--- src/rtl/mem_access_ctrl_if.sv ---
// Bus bundle between the EX/MA stage, the memory access controller and data memory.
// Handshake: MEM_REQ rises with MEM_WE/MEM_SIZE/MEM_ADDR/MEM_WDATA and holds them stable until the edge that sees MEM_ACK=1.
interface mem_access_ctrl_if;
  logic [1:0]  MEM_READ;
  logic [1:0]  MEM_WRITE;
  logic [31:0] ADDRESS;
  logic [31:0] WRITE_DATA;
  logic        MEM_ACK;
  logic [31:0] MEM_RDATA;
  logic        MEM_REQ;
  logic        MEM_WE;
  logic [1:0]  MEM_SIZE;
  logic [31:0] MEM_ADDR;
  logic [31:0] MEM_WDATA;
  logic [31:0] LOAD_DATA;
  logic        STALL;
  logic        MISALIGN_ERR;
  logic        ILLEGAL_ERR;
  logic        TIMEOUT_ERR;

  modport master (
    input  MEM_READ, MEM_WRITE, ADDRESS, WRITE_DATA, MEM_ACK, MEM_RDATA,
    output MEM_REQ, MEM_WE, MEM_SIZE, MEM_ADDR, MEM_WDATA, LOAD_DATA,
    output STALL, MISALIGN_ERR, ILLEGAL_ERR, TIMEOUT_ERR
  );

  modport slave (
    output MEM_READ, MEM_WRITE, ADDRESS, WRITE_DATA, MEM_ACK, MEM_RDATA,
    input  MEM_REQ, MEM_WE, MEM_SIZE, MEM_ADDR, MEM_WDATA, LOAD_DATA,
    input  STALL, MISALIGN_ERR, ILLEGAL_ERR, TIMEOUT_ERR
  );
endinterface

--- src/rtl/mem_access_ctrl.sv ---
// Memory-stage access controller: validates loads/stores, issues one registered request
// to data memory, stalls the pipeline until ack or timeout. DBG_STATE: 0 IDLE, 1 REQ, 2 DONE.
module mem_access_ctrl #(
  parameter int TIMEOUT_CYCLES = 16
) (
  input  logic              CLK,
  input  logic              RESET,
  mem_access_ctrl_if.master bus,
  output logic [1:0]        DBG_STATE
);

  typedef enum logic [1:0] {
    IDLE = 2'd0,
    REQ  = 2'd1,
    DONE = 2'd2
  } state_t;

  localparam logic [7:0] LAST_WAIT = 8'(TIMEOUT_CYCLES - 1);

  state_t      state;
  state_t      state_nxt;
  logic [7:0]  wait_cnt;

  logic        rd_req;
  logic        wr_req;
  logic        both_req;
  logic        one_req;
  logic [1:0]  acc_size;
  logic        aligned;

  logic        start;
  logic        ack_take;
  logic        timeout_hit;
  logic        misalign_hit;
  logic        illegal_hit;
  logic        stall;

  // Access decode from the EX/MA register fields.
  always_comb begin
    rd_req   = |bus.MEM_READ;
    wr_req   = |bus.MEM_WRITE;
    both_req = rd_req & wr_req;
    one_req  = rd_req ^ wr_req;
    acc_size = rd_req ? bus.MEM_READ : bus.MEM_WRITE;
    case (acc_size)
      2'b10:   aligned = ~bus.ADDRESS[0];
      2'b11:   aligned = (bus.ADDRESS[1:0] == 2'b00);
      default: aligned = 1'b1;
    endcase
  end

  always_ff @(posedge CLK) begin
    if (!RESET) begin
      state <= IDLE;
    end else begin
      state <= state_nxt;
    end
  end

  always_comb begin
    state_nxt    = state;
    start        = 1'b0;
    ack_take     = 1'b0;
    timeout_hit  = 1'b0;
    misalign_hit = 1'b0;
    illegal_hit  = 1'b0;
    stall        = 1'b0;
    case (state)
      IDLE: begin
        // Illegal wins over misaligned; neither launches a request.
        if (both_req) begin
          illegal_hit = 1'b1;
        end else if (one_req && !aligned) begin
          misalign_hit = 1'b1;
        end else if (one_req) begin
          start     = 1'b1;
          stall     = 1'b1;
          state_nxt = REQ;
        end
      end
      REQ: begin
        if (bus.MEM_ACK) begin
          ack_take  = 1'b1;
          state_nxt = DONE;
        end else begin
          stall = 1'b1;
          if (wait_cnt == LAST_WAIT) begin
            timeout_hit = 1'b1;
            state_nxt   = DONE;
          end
        end
      end
      DONE: begin
        state_nxt = IDLE;
      end
      default: begin
        state_nxt = IDLE;
      end
    endcase
    if (!RESET) begin
      stall = 1'b0;
    end
  end

  assign bus.STALL = stall;
  assign DBG_STATE = state;

  always_ff @(posedge CLK) begin
    if (!RESET) begin
      wait_cnt         <= 8'd0;
      bus.MEM_REQ      <= 1'b0;
      bus.MEM_WE       <= 1'b0;
      bus.MEM_SIZE     <= 2'b00;
      bus.MEM_ADDR     <= 32'd0;
      bus.MEM_WDATA    <= 32'd0;
      bus.LOAD_DATA    <= 32'd0;
      bus.MISALIGN_ERR <= 1'b0;
      bus.ILLEGAL_ERR  <= 1'b0;
      bus.TIMEOUT_ERR  <= 1'b0;
    end else begin
      bus.MISALIGN_ERR <= misalign_hit;
      bus.ILLEGAL_ERR  <= illegal_hit;
      bus.TIMEOUT_ERR  <= timeout_hit;
      if (start) begin
        wait_cnt      <= 8'd0;
        bus.MEM_REQ   <= 1'b1;
        bus.MEM_WE    <= wr_req;
        bus.MEM_SIZE  <= acc_size;
        bus.MEM_ADDR  <= bus.ADDRESS;
        bus.MEM_WDATA <= bus.WRITE_DATA;
      end else if (ack_take || timeout_hit) begin
        bus.MEM_REQ <= 1'b0;
      end else if (state == REQ) begin
        wait_cnt <= wait_cnt + 8'd1;
      end
      // Request attributes stay held after completion; only load data is captured.
      if (ack_take && !bus.MEM_WE) begin
        bus.LOAD_DATA <= bus.MEM_RDATA;
      end
    end
  end

endmodule

--- src/flat_wrapper.sv ---
// flat-port wrapper written by rule: the top's interface ports become plain ports
module mem_access_ctrl_flat 
#(
  parameter int TIMEOUT_CYCLES = 16
)
  (CLK, RESET, DBG_STATE, bus_MEM_READ, bus_MEM_WRITE, bus_ADDRESS, bus_WRITE_DATA, bus_MEM_ACK, bus_MEM_RDATA, bus_MEM_REQ, bus_MEM_WE, bus_MEM_SIZE, bus_MEM_ADDR, bus_MEM_WDATA, bus_LOAD_DATA, bus_STALL, bus_MISALIGN_ERR, bus_ILLEGAL_ERR, bus_TIMEOUT_ERR);
  mem_access_ctrl_if bus_i ();
  input  logic CLK;
  input  logic RESET;
  output logic [1:0] DBG_STATE;
  input wire logic [$bits(bus_i.MEM_READ)-1:0] bus_MEM_READ;
  input wire logic [$bits(bus_i.MEM_WRITE)-1:0] bus_MEM_WRITE;
  input wire logic [$bits(bus_i.ADDRESS)-1:0] bus_ADDRESS;
  input wire logic [$bits(bus_i.WRITE_DATA)-1:0] bus_WRITE_DATA;
  input wire logic [$bits(bus_i.MEM_ACK)-1:0] bus_MEM_ACK;
  input wire logic [$bits(bus_i.MEM_RDATA)-1:0] bus_MEM_RDATA;
  output wire logic [$bits(bus_i.MEM_REQ)-1:0] bus_MEM_REQ;
  output wire logic [$bits(bus_i.MEM_WE)-1:0] bus_MEM_WE;
  output wire logic [$bits(bus_i.MEM_SIZE)-1:0] bus_MEM_SIZE;
  output wire logic [$bits(bus_i.MEM_ADDR)-1:0] bus_MEM_ADDR;
  output wire logic [$bits(bus_i.MEM_WDATA)-1:0] bus_MEM_WDATA;
  output wire logic [$bits(bus_i.LOAD_DATA)-1:0] bus_LOAD_DATA;
  output wire logic [$bits(bus_i.STALL)-1:0] bus_STALL;
  output wire logic [$bits(bus_i.MISALIGN_ERR)-1:0] bus_MISALIGN_ERR;
  output wire logic [$bits(bus_i.ILLEGAL_ERR)-1:0] bus_ILLEGAL_ERR;
  output wire logic [$bits(bus_i.TIMEOUT_ERR)-1:0] bus_TIMEOUT_ERR;
  assign bus_i.MEM_READ = bus_MEM_READ;
  assign bus_i.MEM_WRITE = bus_MEM_WRITE;
  assign bus_i.ADDRESS = bus_ADDRESS;
  assign bus_i.WRITE_DATA = bus_WRITE_DATA;
  assign bus_i.MEM_ACK = bus_MEM_ACK;
  assign bus_i.MEM_RDATA = bus_MEM_RDATA;
  assign bus_MEM_REQ = bus_i.MEM_REQ;
  assign bus_MEM_WE = bus_i.MEM_WE;
  assign bus_MEM_SIZE = bus_i.MEM_SIZE;
  assign bus_MEM_ADDR = bus_i.MEM_ADDR;
  assign bus_MEM_WDATA = bus_i.MEM_WDATA;
  assign bus_LOAD_DATA = bus_i.LOAD_DATA;
  assign bus_STALL = bus_i.STALL;
  assign bus_MISALIGN_ERR = bus_i.MISALIGN_ERR;
  assign bus_ILLEGAL_ERR = bus_i.ILLEGAL_ERR;
  assign bus_TIMEOUT_ERR = bus_i.TIMEOUT_ERR;
  mem_access_ctrl #(.TIMEOUT_CYCLES(TIMEOUT_CYCLES)) u_core (.CLK(CLK), .RESET(RESET), .bus(bus_i), .DBG_STATE(DBG_STATE));
endmodule
--- config.mk ---
export PLATFORM = sky130hd
export DESIGN_NAME = mem_access_ctrl_flat
export DESIGN_NICKNAME = d
export VERILOG_FILES = /design/src/rtl/mem_access_ctrl_if.sv /design/src/rtl/mem_access_ctrl.sv /design/src/flat_wrapper.sv
export SDC_FILE = /design/constraint.sdc
export NUM_CORES = 1
export LEC_CHECK = 0
export CORE_UTILIZATION = 44
export DETAILED_ROUTE_END_ITERATION = 8
export GPL_TIMING_DRIVEN = 1
export PLACE_DENSITY_LB_ADDON = 0.1
export REMOVE_ABC_BUFFERS = 1
export SLEW_MARGIN = 20
export SYNTH_ARGS = -nofsm -noshare
export SYNTH_HDL_FRONTEND = slang
export SYNTH_SLANG_ARGS = --single-unit
--- constraint.sdc ---
create_clock -name CLK -period 4.4 [get_ports CLK]
set_input_delay 0.88 -clock CLK [delete_from_list [all_inputs] [get_ports CLK]]
set_output_delay 0.88 -clock CLK [all_outputs]
set_load 0.03 [all_outputs]
==> flow_summary.yaml <==
detailed_routing:
  routed-via-count: 4084
  dr.pass1.iters: 6
  route.detailed.vias_per_inst: 4.80
  antenna_violating_nets_post_route: 0
  drc: 0
  drt-initial-drc-count: 119
  routed_wire_length_mm: 12.0
  wire_per_inst_um: 14.1
sta:
  period_share_pct: 92.7
  worst-slew-pin-transition_ps: 1010
  fin_setup_tns_ps: 0
  rsz0062_at_grt: "no"
  layout_setup_ws_ps: 320
  finClkSkew_ps: 7.38
  slew_headroom_pct: 32.8
  timing.final.setup_violations: 0
  slew_viol_final: 0
  post-route-min-period_ps: 4080
  maxClockFrequency_mhz: 245
  timing_hold_violations_final: 0
finish:
  num_antenna_cells: 0
  signed_area_change_from_the_synthesized_netlist_to_the_final_layout_pct: 61.2
  final.fill_count: 742
  final_layout_size_suffix_gt1_share_pct: 5.15
  nNetsFinal: 811
  layout_commonest_cell: "clkdlybuf4s50_1"
  postLayoutCoreUtil_pct: 72.9
  layout_common_cells: "207 x clkdlybuf4s50_1, 200 x nand2_1, 113 x dfxtp_1"
  finished_layout_cell_area_mm2: 0.00710
clock_network:
  numCtsBuffers: 17
  cts_tree: "done"
  hold_buffers: 0
  postCtsSetupRepairBufs: 0
  clockBufferDepth: 2
  clk_pin_slew_ps: 50
  htreeDepth: 4
  numClockSinks: 113
  cell_at_the_root_of_the_clock_tree: "clkbuf_8"
  insertion_delay_ps: 510
  number_of_gates_resized_after_cts: 0
floorplan:
  fp.dieArea_mm2: 0.0104
  placeable_core_region_mm2: 0.00973
  io_pins: 209
  initial_utilization_pct: 45.3
  die_height_um: 102
  floorplan.die.width_um: 102
  num_rows: 36
yosys:
  yosys.area_share.adder_pct: 0.568
  synth-seq-area-share_pct: 51.4
  mappedNetlistArea_mm2: 0.00440
  area_fraction_in_and_or_nand_and_nor_cells_after_synthesis_pct: 21.8
  complex_gate_fraction_of_the_synthesized_area_pct: 7.05
  post_synth_num_cell_types: 37
  syn_area_per_cell_um2: 8.63
  synth-seq-cells: 113
  synth_xor_xnor_area_share_pct: 0.796
  synth_top_flop_cell: "dfxtp_1"
  synthesis.yosys.warnings: 0
  synth_top_family_by_area: "simple AND/OR/NAND/NOR gates"
  synth_enable_flop_cells: 0
  yosys-mux-area-fraction_pct: 14.8
  synth_async_sr_flop_share_pct: 0
  cell_count_after_synthesis: 510
worst_hold_path:
  holdCritPathClass: "flop to flop"
  whs_endpoint: "u_core.bus.LOAD_DATA[7]"
  min_from: "u_core.bus.LOAD_DATA[7]"
  whs_path_depth: 2
worst_setup_path:
  rr_endpoint: "u_core.bus.MEM_WDATA[24]"
  data_arrival_time_of_the_critical_path_ps: 3200
  setup.worst_path.end_class: "output pin"
  cp-start-kind: "input port"
  worstRegToRegCells: 6
  crit_fanout: 6
  crit_type: "input port to output pin"
  reg2reg_from: "u_core.DBG_STATE[1]"
  rrSetupSlack_ps: 2040
  cp_data_required_time_ps: 3520
placed_design:
  dp_hpwl_mm: 8.49
  pre_cts_slack_ps: 329
  place_area_mm2: 0.00654
  gp_routability_congestion: 0.847
  port_buffers: 208
global_route:
  antenna_found_initial: 0
  global_route_wire_length_before_repair_mm: 18.4
  vias_in_the_first_global_route: 3943
  gr-usage-all-layers_pct: 23.1
  grt_overflow: 0
  maximum_number_of_pins_on_one_net_before_global_route_repair: 111
power:
  power_leakage_nw: 2.56
  powerDensity_mw_per_mm2: 382
  power.ir.vdd_worst_mv: 0.248
status:
  run_status: "complete, no violations"
job:
  max-cap-violations: 0
-- registers in the layout, indices dropped and copies added (netlist names) --
name                     count
u_core.bus.MISALIGN_ERR      1
u_core.bus.MEM_ADDR         32
u_core.wait_cnt              8
u_core.bus.MEM_WE            1
u_core.bus.ILLEGAL_ERR       1
u_core.bus.LOAD_DATA        32
u_core.bus.TIMEOUT_ERR       1
u_core.bus.MEM_REQ           1
u_core.bus.MEM_WDATA        32
u_core.bus.MEM_SIZE          2
u_core.DBG_STATE             2
-- cells in the mapped netlist (3+ instances only) --
cell      number  share of area [%]
a21oi_1       37                4.2
and3_1         3               0.43
buf_2         12                1.4
clkbuf_1      23                2.0
dfxtp_1      113                 51
inv_1          3               0.26
mux2i_1       65                 15
nand2_1      200                 17
nor2_1         8               0.68
nor3_1         3               0.34
o21a_1         4               0.68
-- where the power goes --
group / switching (W) / internal (W)
combinational: 0.000173 / 0.000178
clock: 0.000440 / 0.000842
sequential: 0.0000181 / 0.00106
total: 0.000631 / 0.00208
-- cell families after synthesis --
group | count (synthesis)
fa+ha+maj | 2
flops | 113
buf+inv | 39
mux | 65
compound gates | 53
xor+xnor | 4
simple gates | 234
-- worst max path at each step --
stage,startpoint,slack [ps],endpoint
CTS,bus_MEM_READ[1],320,bus_STALL
global placement,bus_MEM_READ[1],390,bus_STALL
global route,bus_MEM_READ[1],190,bus_STALL
floorplan,bus_MEM_WRITE[1],-5210,bus_STALL
detailed placement,bus_MEM_READ[1],330,bus_STALL
finish,bus_MEM_READ[1],320,bus_STALL
-- per-stage QoR --
step | hold slack (ps) | cells | power [W]
floorplan | 463 | 475 | 0.00127
detailed placement | 446 | 820 | 0.00145
finish | 451 | 851 | 0.00271
global route | 467 | 851 | 0.00281
global placement | 441 | 819 | 0.00144
CTS | 453 | 851 | 0.00273
-- cell type report --
cell class / instances / area, um^2 / area share [%]
Sequential cell: 113 / 2260 / 31.9
Timing Repair Buffer: 212 / 2110 / 29.8
Multi-Input combinational cell: 358 / 1990 / 28.0
Clock buffer: 25 / 474 / 6.68
Tap cell: 133 / 166 / 2.34
Clock inverter: 6 / 80.1 / 1.13
Inverter: 4 / 15.0 / 0.212
-- per-layer routing --
layer / global-route usage (%) / vias up / part of all wire [%]
met1: 23.3 / 1848 / 39
met5: 0 / - / 0
li1: - / 2062 / -
met3: 9.64 / 18 / 9.6
met2: 40.5 / 156 / 50
met4: 12.6 / 0 / 2.0
-- worst max-delay path: stages --
cell             delay [ps]
clkdlybuf4s50_1         480
or2_2                   330
ha_1                    220
nand3b_1                260
nor3_2                  220
o21a_1                  140
clkdlybuf4s50_1         670
Power figures use the tool's default switching activity.
